$ cat src/rtl/mc_controller.sv
// mc_controller -- multi-cycle main control unit for the processor datapath.
//
// Walks each instruction through FETCH, DECODE and the execute/memory/
// writeback states that its opcode needs. All datapath strobes are
// Moore-decoded from the state register (plus Funct/Insto where a state's
// ALU operation depends on them). The block also keeps a retired-instruction
// counter and a sticky flag for unsupported opcodes or R-type functs.
//
// Ports:
//   clk, rst             rising-edge clock, asynchronous active-low reset
//   Insto[5:0]           opcode field Inst[31:26]
//   Funct[5:0]           funct field Inst[5:0]
//   zero                 ALU zero flag (qualification happens in the datapath)
//   PCWrite, PCWriteCond PC load strobes (unconditional / beq)
//   IorD                 memory address select (0=PC, 1=ALUOut)
//   MemRead, MemWrite    memory strobes
//   IRWrite              instruction register load
//   MemtoReg[1:0]        write data select (0=ALUOut, 1=MDR, 2=PC)
//   RegDst[1:0]          write register select (0=rt, 1=rd, 2=r31)
//   RegWrite             register file write
//   ALUSrcA              ALU A select (0=PC, 1=rs)
//   ALUSrcB[1:0]         ALU B select (0=rt, 1=4, 2=SE(imm), 3=SE(imm)<<2)
//   ALUop[2:0]           000 add, 001 sub, 010 and, 011 or, 100 slt
//   PCSrc[1:0]           next-PC select (0=ALU, 1=ALUOut, 2=jump, 3=rs)
//   illegal              sticky unsupported-instruction flag
//   instret[CNT_W-1:0]   retired-instruction count (wraps)
module mc_controller #(
    parameter int CNT_W = 32
) (
    input  logic             clk,
    input  logic             rst,
    input  logic [5:0]       Insto,
    input  logic [5:0]       Funct,
    input  logic             zero,
    output logic             PCWrite,
    output logic             PCWriteCond,
    output logic             IorD,
    output logic             MemRead,
    output logic             MemWrite,
    output logic             IRWrite,
    output logic [1:0]       MemtoReg,
    output logic [1:0]       RegDst,
    output logic             RegWrite,
    output logic             ALUSrcA,
    output logic [1:0]       ALUSrcB,
    output logic [2:0]       ALUop,
    output logic [1:0]       PCSrc,
    output logic             illegal,
    output logic [CNT_W-1:0] instret
);

    localparam logic [5:0] OP_R    = 6'b000000;
    localparam logic [5:0] OP_LW   = 6'b100011;
    localparam logic [5:0] OP_SW   = 6'b101011;
    localparam logic [5:0] OP_BEQ  = 6'b000100;
    localparam logic [5:0] OP_ADDI = 6'b001000;
    localparam logic [5:0] OP_SLTI = 6'b001010;
    localparam logic [5:0] OP_J    = 6'b000010;
    localparam logic [5:0] OP_JAL  = 6'b000011;

    localparam logic [5:0] FN_ADD  = 6'b100000;
    localparam logic [5:0] FN_SUB  = 6'b100010;
    localparam logic [5:0] FN_AND  = 6'b100100;
    localparam logic [5:0] FN_OR   = 6'b100101;
    localparam logic [5:0] FN_SLT  = 6'b101010;
    localparam logic [5:0] FN_JR   = 6'b001000;

    localparam logic [2:0] ALU_ADD = 3'b000;
    localparam logic [2:0] ALU_SUB = 3'b001;
    localparam logic [2:0] ALU_AND = 3'b010;
    localparam logic [2:0] ALU_OR  = 3'b011;
    localparam logic [2:0] ALU_SLT = 3'b100;

    typedef enum logic [3:0] {
        S_FETCH  = 4'd0,
        S_DECODE = 4'd1,
        S_MEMADR = 4'd2,
        S_MEM_RD = 4'd3,
        S_WB_MEM = 4'd4,
        S_MEM_WR = 4'd5,
        S_EXEC_R = 4'd6,
        S_WB_R   = 4'd7,
        S_EXEC_I = 4'd8,
        S_WB_I   = 4'd9,
        S_BRANCH = 4'd10,
        S_JUMP   = 4'd11,
        S_JAL    = 4'd12,
        S_JR     = 4'd13
    } state_t;

    // jr is steered to its own state from DECODE, so it is not an ALU funct.
    function automatic logic funct_ok(input logic [5:0] fn);
        case (fn)
            FN_ADD, FN_SUB, FN_AND, FN_OR, FN_SLT: funct_ok = 1'b1;
            default:                               funct_ok = 1'b0;
        endcase
    endfunction

    function automatic logic [2:0] funct_alu(input logic [5:0] fn);
        case (fn)
            FN_SUB:  funct_alu = ALU_SUB;
            FN_AND:  funct_alu = ALU_AND;
            FN_OR:   funct_alu = ALU_OR;
            FN_SLT:  funct_alu = ALU_SLT;
            default: funct_alu = ALU_ADD;
        endcase
    endfunction

    state_t           state_q, state_d;
    logic             illegal_q, illegal_d;
    logic [CNT_W-1:0] instret_q, instret_d;

    // zero is qualified by PCWriteCond in the datapath, not used here.
    logic unused_zero_s;
    assign unused_zero_s = zero;

    // Next-state, sticky-illegal and retire-count computation.
    always_comb begin
        state_d   = state_q;
        illegal_d = illegal_q;
        instret_d = instret_q;
        case (state_q)
            S_FETCH: state_d = S_DECODE;
            S_DECODE: begin
                case (Insto)
                    OP_R: begin
                        if (Funct == FN_JR) begin
                            state_d = S_JR;
                        end else begin
                            state_d = S_EXEC_R;
                        end
                    end
                    OP_LW, OP_SW:     state_d = S_MEMADR;
                    OP_BEQ:           state_d = S_BRANCH;
                    OP_ADDI, OP_SLTI: state_d = S_EXEC_I;
                    OP_J:             state_d = S_JUMP;
                    OP_JAL:           state_d = S_JAL;
                    default: begin
                        state_d   = S_FETCH;
                        illegal_d = 1'b1;
                    end
                endcase
            end
            S_MEMADR: begin
                if (Insto == OP_LW) begin
                    state_d = S_MEM_RD;
                end else begin
                    state_d = S_MEM_WR;
                end
            end
            S_MEM_RD: state_d = S_WB_MEM;
            S_EXEC_R: begin
                if (funct_ok(Funct)) begin
                    state_d = S_WB_R;
                end else begin
                    // Abandoned without retiring.
                    state_d   = S_FETCH;
                    illegal_d = 1'b1;
                end
            end
            S_EXEC_I: state_d = S_WB_I;
            S_WB_MEM, S_MEM_WR, S_WB_R, S_WB_I,
            S_BRANCH, S_JUMP, S_JAL, S_JR: begin
                state_d   = S_FETCH;
                instret_d = instret_q + {{(CNT_W-1){1'b0}}, 1'b1};
            end
            default: state_d = S_FETCH;
        endcase
    end

    // State, sticky flag and retire counter registers.
    always_ff @(posedge clk or negedge rst) begin
        if (!rst) begin
            state_q   <= S_FETCH;
            illegal_q <= 1'b0;
            instret_q <= {CNT_W{1'b0}};
        end else begin
            state_q   <= state_d;
            illegal_q <= illegal_d;
            instret_q <= instret_d;
        end
    end

    assign illegal = illegal_q;
    assign instret = instret_q;

    // Moore strobe decode; gated by rst so an abort drops every strobe at once.
    always_comb begin
        PCWrite     = 1'b0;
        PCWriteCond = 1'b0;
        IorD        = 1'b0;
        MemRead     = 1'b0;
        MemWrite    = 1'b0;
        IRWrite     = 1'b0;
        MemtoReg    = 2'd0;
        RegDst      = 2'd0;
        RegWrite    = 1'b0;
        ALUSrcA     = 1'b0;
        ALUSrcB     = 2'd0;
        ALUop       = ALU_ADD;
        PCSrc       = 2'd0;
        if (rst) begin
            case (state_q)
                S_FETCH: begin
                    MemRead = 1'b1;
                    IRWrite = 1'b1;
                    ALUSrcB = 2'd1;
                    PCWrite = 1'b1;
                end
                S_DECODE: ALUSrcB = 2'd3;
                S_MEMADR: begin
                    ALUSrcA = 1'b1;
                    ALUSrcB = 2'd2;
                end
                S_MEM_RD: begin
                    MemRead = 1'b1;
                    IorD    = 1'b1;
                end
                S_WB_MEM: begin
                    RegWrite = 1'b1;
                    MemtoReg = 2'd1;
                end
                S_MEM_WR: begin
                    MemWrite = 1'b1;
                    IorD     = 1'b1;
                end
                S_EXEC_R: begin
                    ALUSrcA = 1'b1;
                    ALUop   = funct_alu(Funct);
                end
                S_WB_R: begin
                    RegWrite = 1'b1;
                    RegDst   = 2'd1;
                end
                S_EXEC_I: begin
                    ALUSrcA = 1'b1;
                    ALUSrcB = 2'd2;
                    if (Insto == OP_SLTI) begin
                        ALUop = ALU_SLT;
                    end else begin
                        ALUop = ALU_ADD;
                    end
                end
                S_WB_I: RegWrite = 1'b1;
                S_BRANCH: begin
                    ALUSrcA     = 1'b1;
                    ALUop       = ALU_SUB;
                    PCWriteCond = 1'b1;
                    PCSrc       = 2'd1;
                end
                S_JUMP: begin
                    PCWrite = 1'b1;
                    PCSrc   = 2'd2;
                end
                S_JAL: begin
                    PCWrite  = 1'b1;
                    PCSrc    = 2'd2;
                    RegWrite = 1'b1;
                    RegDst   = 2'd2;
                    MemtoReg = 2'd2;
                end
                S_JR: begin
                    ALUSrcA = 1'b1;
                    PCWrite = 1'b1;
                    PCSrc   = 2'd3;
                end
                default: PCWrite = 1'b0;
            endcase
        end else begin
            PCWrite = 1'b0;
        end
    end

endmodule

$ cat config.mk
export PLATFORM = sky130hd
export DESIGN_NAME = mc_controller
export DESIGN_NICKNAME = d
export VERILOG_FILES = /design/src/rtl/mc_controller.sv
export SDC_FILE = /design/constraint.sdc
export NUM_CORES = 1
export LEC_CHECK = 0
export CAP_MARGIN = 5
export CORE_MARGIN = 2
export CORE_UTILIZATION = 50
export CTS_BUF_LIST = sky130_fd_sc_hd__clkbuf_16
export DETAILED_ROUTE_END_ITERATION = 10
export PLACE_DENSITY = 0.93
export SETUP_SLACK_MARGIN = 0.5
export SYNTH_ARGS = -nofsm -noshare
export SYNTH_HDL_FRONTEND = slang
export SYNTH_SLANG_ARGS = --single-unit
$ cat constraint.sdc
create_clock -name clk -period 5.1 [get_ports clk]
set_clock_uncertainty 0.05 [all_clocks]
set_input_delay 0.51 -clock clk [delete_from_list [all_inputs] [get_ports clk]]
set_output_delay 0.51 -clock clk [all_outputs]
set_load 0.03 [all_outputs]
* Word-level counts from Yosys, hierarchy flattened
Index checks and enable logic that the tools add are counted.
Storage, ports and cells: register bits after elaboration 37, output and inout bits 52, input bits 15
Operators by class: mux-type cells 38, add/sub/neg operators 1, equality and inequality tests 28, reduce and logical (&&, ||, !) cells 16
Operators with widths (count):
- $pmux 4 s6 | 2
- $eq 6x6->1 const B | 7
- $add 32x1->32 const B | 1
- $eq 4x4->1 const B | 6
- $mux 1 | 20
- $eq 6x4->1 const B | 3
- $eq 4x3->1 const B | 4
- $reduce_or 8->1 | 2
- $eq 6x2->1 const B | 2
- $mux 3 | 4
- $pmux 2 s3 | 2
- $pmux 3 s4 | 1
- $reduce_or 2->1 | 6
- $reduce_or 5->1 | 2
- $pmux 3 s3 | 1
- $eq 4x2->1 const B | 2
- $mux 2 | 4
- $pmux 2 s2 | 2
- $reduce_or 4->1 | 2
- $eq 6x3->1 const B | 1
- $logic_not 6->1 | 1
- $eq 4x1->1 const B | 1
- $logic_not 4->1 | 1
- $mux 4 | 1
- 4 further kinds | 5

* Logic depth before layout (Yosys ltp)
depth after elaboration 6, gate-level depth with buffers 7

* Worst setup path before layout
Ideal clock, no wire load.
path type in2out, from in Insto[0], to out ALUop[2], buffers on the path 1, slack 2.389 ns, data arrival time 2.151 ns, required time 4.540 ns, stages 4, cells stage by stage clkbuf_1 -> nor3_1 -> a41oi_1 -> nor4b_1
On the way: cells in the longest elaborated chain, start to end 4
Ends and longest elaborated chain:
- start, declared | RTL line 32 | input logic [5:0] Insto,
- $eq 6x4->1 | RTL line 238 | if (Insto == OP_SLTI) begin
- $mux 3 | RTL line 238
- $pmux 3 s3 | RTL line 203 | case (state_q)
- $mux 3 | RTL line 202 | if (rst) begin
- end, declared | RTL line 46 | output logic [2:0] ALUop,
Every way passes these cells.

* Final worst setup path
from reg state_q[1], to out ALUop[2]
On the way: cells in the longest elaborated chain, start to end 3, elaborated cells on any way between the ends 5, those cells by class eq/ne: 3; mux: 2
Ends and longest elaborated chain:
- start, declared | RTL line 109 | state_t state_q, state_d;
- start signal, assigned | RTL line 178 | state_q <= state_d;
- $eq 4x4->1 / $eq 4x3->1 (equally long branches) | RTL line 203
- $pmux 3 s3 (*) | RTL line 203
- $mux 3 (*) | RTL line 202
Every way passes the cells marked *; elsewhere a longest branch is shown, timed or not.

==> impl_results.md <==
- Syn avg cell area: 9.135 um2
- Finished layout cell area: 0.003079 mm2
- Most frequent cells in the layout: 64 x clkdlybuf4s50_1, 37 x dfrtp_1, 25 x xnor2_1, 24 x nor2_1, 21 x nand2_1
- RSZ-0062 raised after global routing: false
- Vias in the first global route: 2,017
- CP Launch Type: flip-flop
- Fraction of layout cells with a size suffix above 1: 0.04516
- DRC: 0
- Clock Power Share: 0.400
- Post-CTS setup buffers: 0
- Die H: 71.04 um
- Fill cell count: 318
- Post-Syn Area: 0.002247 mm2
- GR peak layer: met2
- # IOs: 67
- Status: finished clean
- Post-Route Setup TNS: 0 ns
- Seq pwr share: 0.401
- Gr ovfl total: 0
- Layout area overhead: 37.03%
- Detailed Routing Iterations Pass 1: 4
- Port bufs: 65
- Synth Flop Type: dfrtp_1
- M1 GR Usage: 0.2827
- Initial antenna violation count: 0
- Largest net degree at the start of global routing: 49
- #FFs+latches synth: 37
- Dpl cell area: 0.002913 mm2
- Endpoints failing setup: 0
- Clock tree sinks: 37
- Drt via density: 5.751
- Worst path max stage delay: 0.75 ns
- Initial cell density of the core: 0.5161
- Total track usage: 0.2280
- WS Path Type: reg -> out
- Post-synth EDFFs: 0
- Post-detail-place hpwl: 3886 um
- H-tree lvl count: 2
- Fmax: 294.5 MHz
- Root Driver: clkbuf_16
- Final worst-path cycle share: 0.6658
- Placed insts: 354
- Syn Nets: 262
- First-pass GRT wire length: 9259 um
- Final core area utilization: 0.7072
- DRT Wirelength: 5415 um
- Gpl congestion: 0.8791
- Crit path DAT: 2.84 ns
- Met3 Use GR: 0.04274
- Net Switching: 249.1 uW
- Final Critical Period: 3.396 ns
- Switching Share: 0.2891
- Final hold vios: 0
- Antenna cells: 0
- Hold_ws: 0.3234 ns
- Sequential area share after synthesis: 0.4120
- VDD IR max: 0.2604 mV
- CTS tree: done
- Leak: 1.260 nW
- Core Area: 0.004354 mm2
- Async SR Flop Fraction: 1.000
- Met2 Use GR: 0.3915
- Worst-path clk slew: 0.06 ns
- Commonest non-fill, non-tap cell in the layout: clkdlybuf4s50_1
- Initial DRC Count: 187
- # rows: 24
- Tot Pwr: 861.8 uW
- CTS Buf Count: 5
- Die footprint: 0.005047 mm2
- Min-Delay Path Class: in -> async
- Max_slew headroom: 0.3774
- CTS resizes: 0
- Worst path cell trace: nor2b_1 > nand2_1 > nor3_1 > a41oi_1 > nor4b_1 > clkdlybuf4s50_1
- Internal: 612.7 uW
- Via Count: 2,082
- Max Transition Viols Final: 0
- Slew @ Worst Pin: 0.9339 ns
- CP max stage cell: clkdlybuf4s50_1
- Buffer depth of the longest clock path: 2
- Synth unique cells: 44
- Worst skew pair latency: 0.28 ns
- YS warnings: 0
- Maxcap violations: 0
- Combinational Power Share: 0.198
- CP required: 4.54 ns
- Post-place setup slack: 1.851 ns
- Mapped Cells: 246
- Hold_buf cts: 0
- Final std cells w/o fill: 362
- WL/cell: 14.96 um
- Critical path capture point type: primary output
- Die W: 71.04 um
- Maximum fanout along the worst path: 18
- R2r worst-path depth: 5
- Routed Antenna Nets: 0
- Final #Nets: 325
- Final Worst Setup Slack: 1.704 ns
- PwrDens: 279.9 mW/mm2
==> cells by family after synthesis <==
| logic type | Yosys count | share of synthesized area |
|---|---|---|
| adder cells (fa/ha/maj) | 1 | 0.005567 |
| buffers and inverters | 16 | 0.03173 |
| AND/OR/NAND/NOR | 127 | 0.3085 |
| flip-flops | 37 | 0.4120 |
| XOR/XNOR | 34 | 0.1325 |
| AO/OA/AOI/OAI | 26 | 0.08687 |
| multiplexers | 5 | 0.02283 |
==> cell type report <==
type                       count  area (um2)  share of cell area
clock inverter                 3       41.29             0.01341
sequential                    37       925.9              0.3007
multi-input combinational    193        1250              0.4059
timing repair buffer          65       645.6              0.2097
tap                           52       65.06             0.02113
clock buffer                   5       125.1             0.04063
inverter                       7       26.28            0.008533
==> critical path, delay by kind of cell (launching register included) <==
kind / cells / cell delay, ns
AND/OR/NAND/NOR: 4 / 1.04
buffers and inverters: 1 / 0.75
flip-flops: 1 / 0.70
AO/OA/AOI/OAI: 1 / 0.07
==> flip-flops by register name, indices dropped and copies added, names as in the netlist <==
register and flops:
state_q 4, instret 32, illegal 1
==> synth_stat cells, types with 2 or more instances <==
cell type  instances  area (um2)
mux2i_1            4       40.04
and4_1             3       26.28
a21oi_1            4       20.02
and3b_1            2       17.52
clkbuf_1           4       15.01
o21ai_0            4       20.02
xnor2_1           25       219.0
o32ai_1            5       43.79
buf_2              3       15.01
xor2_1             9       78.83
dfrtp_1           37       925.9
and2_1             4       25.02
nor2b_1            4       25.02
nor2_1            24       90.09
or3_1              3       18.77
inv_1              6       22.52
nand3_1           15       75.07
a31oi_1            3       18.77
nand4_1           13       81.33
nand3b_1           3       22.52
nor3_1            15       75.07
nand2_1           21       78.83
nor4b_1            2       17.52
nand2b_1           5       31.28
o211ai_1           2       15.01
and3_1             8       50.05
==> per-layer routing <==
| metal | vias to the layer above | part of all wire |
|---|---|---|
| met5 | - | 0 |
| met4 | 0 | 0.018 |
| met3 | 10 | 0.043 |
| met2 | 63 | 0.52 |
| met1 | 1001 | 0.42 |
| li1 | 1008 | - |
==> worst paths after layout <==
check | startpoint | to | slack, ns
setup / recovery | state_q[1] | ALUop[2] | 1.70
hold / removal | rst | instret[24] | 0.32
setup reg to reg | state_q[0] | instret[28] | 2.88
hold reg to reg | instret[31] | instret[31] | 0.42
max in group asynchronous | rst | state_q[1] | 4.10
min in group clk | instret[31] | instret[31] | 0.42
==> power by group through the flow <==
stage,Clock [mW],Sequential (mW),Combinational (mW)
2_1_floorplan,0,0.365,0.0738
4_1_cts,0.348,0.345,0.171
3_5_place_dp,0,0.350,0.170
5_1_grt,0.366,0.350,0.183
6_report,0.345,0.346,0.171
3_3_place_gp,0,0.349,0.163
Note: power is estimated with default switching activity, not from simulation.
